===== src/rtl/stage_ctrl_pkg.sv =====
// Shared stage encodings and opcode constants for the MLP stage sequencer.
// The stage enum is one-hot so it drives the stat vector directly.
package stage_ctrl_pkg;

  localparam int STAT_W_DEF = 5;
  localparam int DATA_W_DEF = 16;

  localparam int ST_IF  = 0;
  localparam int ST_ID  = 1;
  localparam int ST_EX  = 2;
  localparam int ST_MEM = 3;
  localparam int ST_WB  = 4;

  typedef enum logic [4:0] {
    S_IDLE = 5'b00000,
    S_IF   = 5'b00001,
    S_ID   = 5'b00010,
    S_EX   = 5'b00100,
    S_MEM  = 5'b01000,
    S_WB   = 5'b10000
  } stage_e;

  localparam logic [3:0] OP_NOP  = 4'h0;
  localparam logic [3:0] OP_LD   = 4'h8;
  localparam logic [3:0] OP_ST   = 4'h9;
  localparam logic [3:0] OP_BNEQ = 4'hB;
  localparam logic [3:0] OP_HALT = 4'hF;

  function automatic logic is_mem_op(input logic [3:0] op);
    return (op == OP_LD) || (op == OP_ST);
  endfunction

endpackage


===== src/rtl/stage_ctrl_if.sv =====
// Sequencer-facing bundle: instruction fetch data, unit status in, stage/control out.
// master drives the inputs of the sequencer, slave is the sequencer itself.
interface stage_ctrl_if #(
  parameter int STAT_W = 5,
  parameter int DATA_W = 16
);
  logic              start;
  logic [DATA_W-1:0] inst;
  logic              ex_busy;
  logic              ne;
  logic              mem_ready;
  logic [STAT_W-1:0] stat;
  logic [DATA_W-1:0] ir;
  logic              mem_req;
  logic [7:0]        imm_bneq;
  logic              halted;

  modport master (
    output start, inst, ex_busy, ne, mem_ready,
    input  stat, ir, mem_req, imm_bneq, halted
  );

  modport slave (
    input  start, inst, ex_busy, ne, mem_ready,
    output stat, ir, mem_req, imm_bneq, halted
  );
endinterface


===== src/rtl/stage_ctrl.sv =====
// Multi-cycle stage sequencer: IF -> ID -> EX (-> MEM) -> WB, HALT returns to IDLE.
// stat/ir/halted registered; mem_req and imm_bneq decoded from registered state.
module stage_ctrl
  import stage_ctrl_pkg::*;
#(
  parameter int STAT_W = STAT_W_DEF,
  parameter int DATA_W = DATA_W_DEF
) (
  input  logic          clk,
  input  logic          rst,
  stage_ctrl_if.slave   bus
);

  stage_e            state_q;
  logic [DATA_W-1:0] ir_q;
  logic              ne_q;
  logic              halted_q;

  logic [3:0] ir_op;
  logic [3:0] inst_op;

  assign ir_op   = ir_q[15:12];
  assign inst_op = bus.inst[15:12];

  always_ff @(posedge clk) begin
    if (rst) begin
      state_q  <= S_IDLE;
      ir_q     <= '0;
      ne_q     <= 1'b0;
      halted_q <= 1'b0;
    end else begin
      case (state_q)
        S_IDLE: begin
          if (bus.start) begin
            state_q  <= S_IF;
            halted_q <= 1'b0;
          end
        end
        S_IF:  state_q <= S_ID;
        S_ID: begin
          ir_q <= bus.inst;
          // Decode the incoming word, not ir_q, which still holds the previous instruction.
          if (inst_op == OP_HALT) begin
            state_q  <= S_IDLE;
            halted_q <= 1'b1;
          end else begin
            state_q <= S_EX;
          end
        end
        S_EX: begin
          if (!bus.ex_busy) begin
            ne_q    <= bus.ne;
            state_q <= is_mem_op(ir_op) ? S_MEM : S_WB;
          end
        end
        S_MEM: begin
          if (bus.mem_ready) state_q <= S_WB;
        end
        S_WB:    state_q <= S_IF;
        default: state_q <= S_IDLE;
      endcase
    end
  end

  assign bus.stat     = STAT_W'(state_q);
  assign bus.ir       = ir_q;
  assign bus.halted   = halted_q;
  assign bus.mem_req  = (state_q == S_MEM);
  assign bus.imm_bneq = ((state_q == S_WB) && (ir_op == OP_BNEQ) && ne_q) ? ir_q[7:0] : 8'h00;

endmodule


===== src/flat_wrapper.sv =====
// flat-port wrapper written by rule: the top's interface ports become plain ports
module stage_ctrl_flat import stage_ctrl_pkg::*;
#(
  parameter int STAT_W = STAT_W_DEF,
  parameter int DATA_W = DATA_W_DEF
)
  (clk, rst, bus_start, bus_inst, bus_ex_busy, bus_ne, bus_mem_ready, bus_stat, bus_ir, bus_mem_req, bus_imm_bneq, bus_halted);
  stage_ctrl_if #(.STAT_W(STAT_W), .DATA_W(DATA_W)) bus_i ();
  input  logic clk;
  input  logic rst;
  input wire logic [$bits(bus_i.start)-1:0] bus_start;
  input wire logic [$bits(bus_i.inst)-1:0] bus_inst;
  input wire logic [$bits(bus_i.ex_busy)-1:0] bus_ex_busy;
  input wire logic [$bits(bus_i.ne)-1:0] bus_ne;
  input wire logic [$bits(bus_i.mem_ready)-1:0] bus_mem_ready;
  output wire logic [$bits(bus_i.stat)-1:0] bus_stat;
  output wire logic [$bits(bus_i.ir)-1:0] bus_ir;
  output wire logic [$bits(bus_i.mem_req)-1:0] bus_mem_req;
  output wire logic [$bits(bus_i.imm_bneq)-1:0] bus_imm_bneq;
  output wire logic [$bits(bus_i.halted)-1:0] bus_halted;
  assign bus_i.start = bus_start;
  assign bus_i.inst = bus_inst;
  assign bus_i.ex_busy = bus_ex_busy;
  assign bus_i.ne = bus_ne;
  assign bus_i.mem_ready = bus_mem_ready;
  assign bus_stat = bus_i.stat;
  assign bus_ir = bus_i.ir;
  assign bus_mem_req = bus_i.mem_req;
  assign bus_imm_bneq = bus_i.imm_bneq;
  assign bus_halted = bus_i.halted;
  stage_ctrl #(.STAT_W(STAT_W), .DATA_W(DATA_W)) u_core (.clk(clk), .rst(rst), .bus(bus_i));
endmodule

===== config.mk =====
export PLATFORM = sky130hd
export DESIGN_NAME = stage_ctrl_flat
export DESIGN_NICKNAME = d
export VERILOG_FILES = /design/src/rtl/stage_ctrl_pkg.sv /design/src/rtl/stage_ctrl_if.sv /design/src/rtl/stage_ctrl.sv /design/src/flat_wrapper.sv
export SDC_FILE = /design/constraint.sdc
export NUM_CORES = 1
export LEC_CHECK = 0
export ABC_CLOCK_PERIOD_IN_PS = 4600
export BUFFER_PORTS_ARGS = -buffer_cell sky130_fd_sc_hd__buf_2
export CAP_MARGIN = 10
export CELL_PAD_IN_SITES_DETAIL_PLACEMENT = 0
export CELL_PAD_IN_SITES_GLOBAL_PLACEMENT = 2
export CORE_MARGIN = 2
export CORE_UTILIZATION = 25
export DETAILED_ROUTE_END_ITERATION = 16
export PLACE_DENSITY = 0.92
export SETUP_SLACK_MARGIN = 0.02
export SLEW_MARGIN = 20
export SYNTH_ARGS = -nofsm -noshare
export SYNTH_HDL_FRONTEND = slang
export SYNTH_SLANG_ARGS = --single-unit

===== constraint.sdc =====
create_clock -name clk -period 4.6 [get_ports clk]
set_input_delay 0.92 -clock clk [delete_from_list [all_inputs] [get_ports clk]]
set_output_delay 0.92 -clock clk [all_outputs]
set_load 0.03 [all_outputs]

Word-level counts from Yosys, hierarchy flattened --
Index checks and enable logic that the tools add are counted.
Storage, ports and cells: flip-flop bits (word level) 23, input bits 22, output and inout bits 31
Operators by class: eq/ne operators 13, muxes and demuxes 10, bitwise operators 1, reduce and logical (&&, ||, !) cells 8
Operators with widths (count):
- $pmux W5 S6 | 1
- $mux W5 | 4
- $eq A4 B4 Y1 const B | 4
- $mux W8 | 1
- $ne A2 B2 Y1 const B | 3
- $reduce_and A3 Y1 | 2
- $eq A5 B1 Y1 const B | 1
- $eq A5 B2 Y1 const B | 1
- $eq A5 B3 Y1 const B | 1
- $eq A5 B4 Y1 const B | 1
- $eq A5 B5 Y1 const B | 1
- $logic_not A5 Y1 | 1
- $mux W3 | 1
- $logic_and A1 B1 Y1 | 2
- $mux W1 | 2
- $ne A2 B1 Y1 const B | 1
- $pmux W1 S2 | 1
- $reduce_and A2 Y1 | 1
- $reduce_bool A2 Y1 | 1
- $logic_or A1 B1 Y1 | 1
- $not A1 Y1 | 1

Depth between registers and ports, before layout --
depth in word-level cells 5, depth in mapped cells 6, gate-level depth less buffers 3

Least setup slack after synthesis --
OpenSTA, ideal clock, no wires.
kind reg2out, from register u_core.state_q[0], in the netlist u_core.bus.stat[0], to output port bus_imm_bneq[0], arrival 1.625 ns, required time 3.680 ns, path slack 2.055 ns, stages on the path, launching flop included 4, cells stage by stage dfxtp_1 > or4_4 > nor3_4 > and2_1
Between the ends: cells in the longest elaborated chain, start to end 4
RTL lines:
- start: declaration | RTL line stage_ctrl.sv:14 | stage_e state_q;
- start signal: assignment | RTL line stage_ctrl.sv:53 | state_q <= is_mem_op(ir_op) ? S_MEM : S_WB;
- $eq A5 B5 Y1 | RTL line stage_ctrl.sv:69 | assign bus.imm_bneq = ((state_q == S_WB) && (ir_op == OP_BNEQ) && ne_q) ? ir_q[7:0] : 8'h00;
- $logic_and A1 B1 Y1 (2 in a row) | RTL line stage_ctrl.sv:69
- $mux W8 | RTL line stage_ctrl.sv:69
- end: declaration | RTL line flat_wrapper.sv:19 | output wire logic [$bits(bus_i.imm_bneq)-1:0] bus_imm_bneq;
Every way passes these cells.

Final worst setup path --
from register u_core.state_q[1], in the netlist u_core.bus.stat[1], to output port bus_imm_bneq[1]
The elaborated chain is that of the path after synthesis.

==> impl_metrics.json <==
{
  "setup_viol": 0,
  "grt_util_all_layers_pct": 12.9,
  "cts-root-buf": "clkbuf_8",
  "crit_family": "simple AND/OR/NAND/NOR gates",
  "start_util_pct": 26.1,
  "via_per_inst": 4.84,
  "multiInputGateArea_um2": 533,
  "ir_worst_vdd_mv": 0.183,
  "grt_overflow": 0,
  "slew_headroom_pct": 43.7,
  "grt_setup_unrepaired": "no",
  "total_power_mw": 0.422,
  "clock_path_buffers": 2,
  "clkLatencyLatePin_ps": 260,
  "setup_tns_ps": 0,
  "hold_start": "u_core.bus.halted",
  "max_freq_mhz": 327,
  "routedWlPerCell_um": 13.0,
  "num_rows": 23,
  "drive_gt1_share_pct": 34.5,
  "finish.instance_area_um2": 1370,
  "synth_top_area_share_pct": 43.9,
  "drtAntennaViolNets": 0,
  "core_um2": 4030,
  "synthToLayoutAreaGrowth_pct": 30.8,
  "grt_first_pass_wirelength_um": 4600,
  "final_util_pct": 34.1,
  "worstReg2RegStart": "u_core.bus.stat[1]",
  "max_stage_delay_ps": 640,
  "routed_wl_um": 2880,
  "antenna_cells": 0,
  "clock-skew-final_ps": 1.20,
  "boundaryPins": 53,
  "critPathMaxFanout": 23,
  "crit_start": "u_core.bus.stat[1]",
  "cts_inserted_buffers": 3,
  "first_iter_violations": 24,
  "die_w_um": 68.8,
  "die_y_um": 68.8,
  "critPathBufInv": 1,
  "final_common_cell": "buf_2",
  "hold_viol": 0,
  "p_per_area_nw_per_um2": 307,
  "die_area_um2": 4730,
  "yosysSeqAreaShare_pct": 43.9,
  "clkTransAtPathRegs_ps": 80,
  "synth_area_um2": 1050,
  "cap_violations": 0,
  "hold_path_class": "reg2reg",
  "worstPathCellList": "or4_4 > nor3_4 > and2_1 > buf_2",
  "tightest_slew_ps": 839,
  "slowest_stage": "or4_4",
  "finalCritPeriodShare_pct": 66.5,
  "post-synth-top-area-cell": "dfxtp_1",
  "port_buffers": 52,
  "start_kind": "register",
  "endpoint_kind": "output port",
  "cts_tree": "done",
  "place_hpwl_um": 2070,
  "fin_crit_ps": 3060,
  "cts_setup_buffers": 0,
  "slew_violations": 0,
  "avgSynthCellArea_um2": 8.47,
  "ys_types": 32,
  "synth_warnings": 0,
  "cts-resized-gates": 0,
  "drc": 0,
  "crit_required_ps": 3680,
  "grt_pass1_vias": 973,
  "synth-seq-cells": 23,
  "nFillCells": 462,
  "grt_max_degree": 24,
  "cts.sinks": 23,
  "h-tree-depth": 1,
  "layout_common_cells": "buf_2, dfxtp_1, nand3_1",
  "syn_inst": 124,
  "dpl_cell_area_um2": 1330,
  "gp_congestion": 0.762,
  "cp.arrival_ps": 2140,
  "crit_type": "reg2out",
  "status": "complete, no violations",
  "synth_area_leaders": "dfxtp_1, nand3_1, a21oi_1",
  "drt_pass1_iterations": 4,
  "syn_nets": 146,
  "fin_nets": 194,
  "leakagePower_nw": 0.608,
  "hold_buffers": 0,
  "num_vias": 1069,
  "seqCellArea_um2": 460,
  "antenna_found_initial": 0
}
metrics by stage:
stage	hold WS (ps)	setup slack, ps	cells
after floorplan	452	2050	124
after global placement	456	1830	217
after detailed placement	456	1800	217
after CTS	476	1500	221
after global routing	492	1380	221
final	471	1540	221
state kept, by name, summed over array words and instances, names as in the netlist:
signal,flops
u_core.bus.stat,5
u_core.bus.halted,1
u_core.ne_q,1
u_core.bus.ir,16
synth_stat cells:
| cell | count |
|---|---|
| a211oi_1 | 1 |
| a21o_1 | 1 |
| a21oi_1 | 17 |
| a31oi_1 | 1 |
| and2_1 | 8 |
| and3_1 | 1 |
| buf_1 | 1 |
| buf_2 | 3 |
| buf_6 | 1 |
| clkbuf_1 | 4 |
| dfxtp_1 | 23 |
| inv_1 | 3 |
| mux2i_1 | 2 |
| nand2_1 | 1 |
| nand2b_1 | 3 |
| nand3_1 | 19 |
| nand3b_1 | 2 |
| nand4_1 | 2 |
| nor2_1 | 1 |
| nor2b_1 | 1 |
| nor3_1 | 5 |
| nor3_4 | 1 |
| nor4_1 | 1 |
| nor4_4 | 1 |
| o211ai_1 | 1 |
| o21a_1 | 1 |
| o21ai_0 | 6 |
| o21ai_1 | 9 |
| o21ai_2 | 1 |
| o41ai_1 | 1 |
| or4_1 | 1 |
| or4_4 | 1 |
area by class of cell:
cell class | instances | share of cell area [%]
multi-input combinational | 89 | 38.8
tap | 50 | 4.56
clock buffer | 4 | 3.28
sequential | 23 | 33.5
inverter | 3 | 0.820
timing repair buffer | 52 | 19.0
metal layers:
metal / wire length, um / up-vias / global-route usage [%]
met2: 1380 / 48 / 22.1
met5: 0 / - / 0
met3: 228 / 0 / 3.57
met1: 1270 / 472 / 16.7
li1: - / 549 / -
met4: 0 / 0 / 1.47
worst paths after layout:
check / slack (ps) / cells after the start / endpoint
worst min register to register: 470 / 1 / u_core.bus.halted
worst max register to register: 2810 / 3 / u_core.bus.halted
worst max-delay path: 1540 / 4 / bus_imm_bneq[1]
worst min-delay path: 470 / 1 / u_core.bus.halted
worst reg2reg max path: cells and delay by family, from the launching register on:
kind | cells | cell delay [ps]
AO/OA/AOI/OAI | 1 | 130
buffers and inverters | 1 | 470
flip-flops | 1 | 830
AND/OR/NAND/NOR | 1 | 310
cell families after synthesis:
kind of cell	count (synthesis)	synth area share, %
AO/OA/AOI/OAI	39	20.4
buffers and inverters	12	5.36
flip-flops	23	43.9
multiplexers	2	1.91
AND/OR/NAND/NOR	48	28.5
report_power, final:
part           internal (mW)  leakage, nW  total (mW)  switching (mW)
Clock                 0.0617       0.0228       0.124          0.0623
Combinational         0.0265        0.399      0.0799          0.0534
Sequential             0.207        0.186       0.218          0.0113
Total                  0.295        0.608       0.422           0.127
Power figures use the tool's default switching activity.
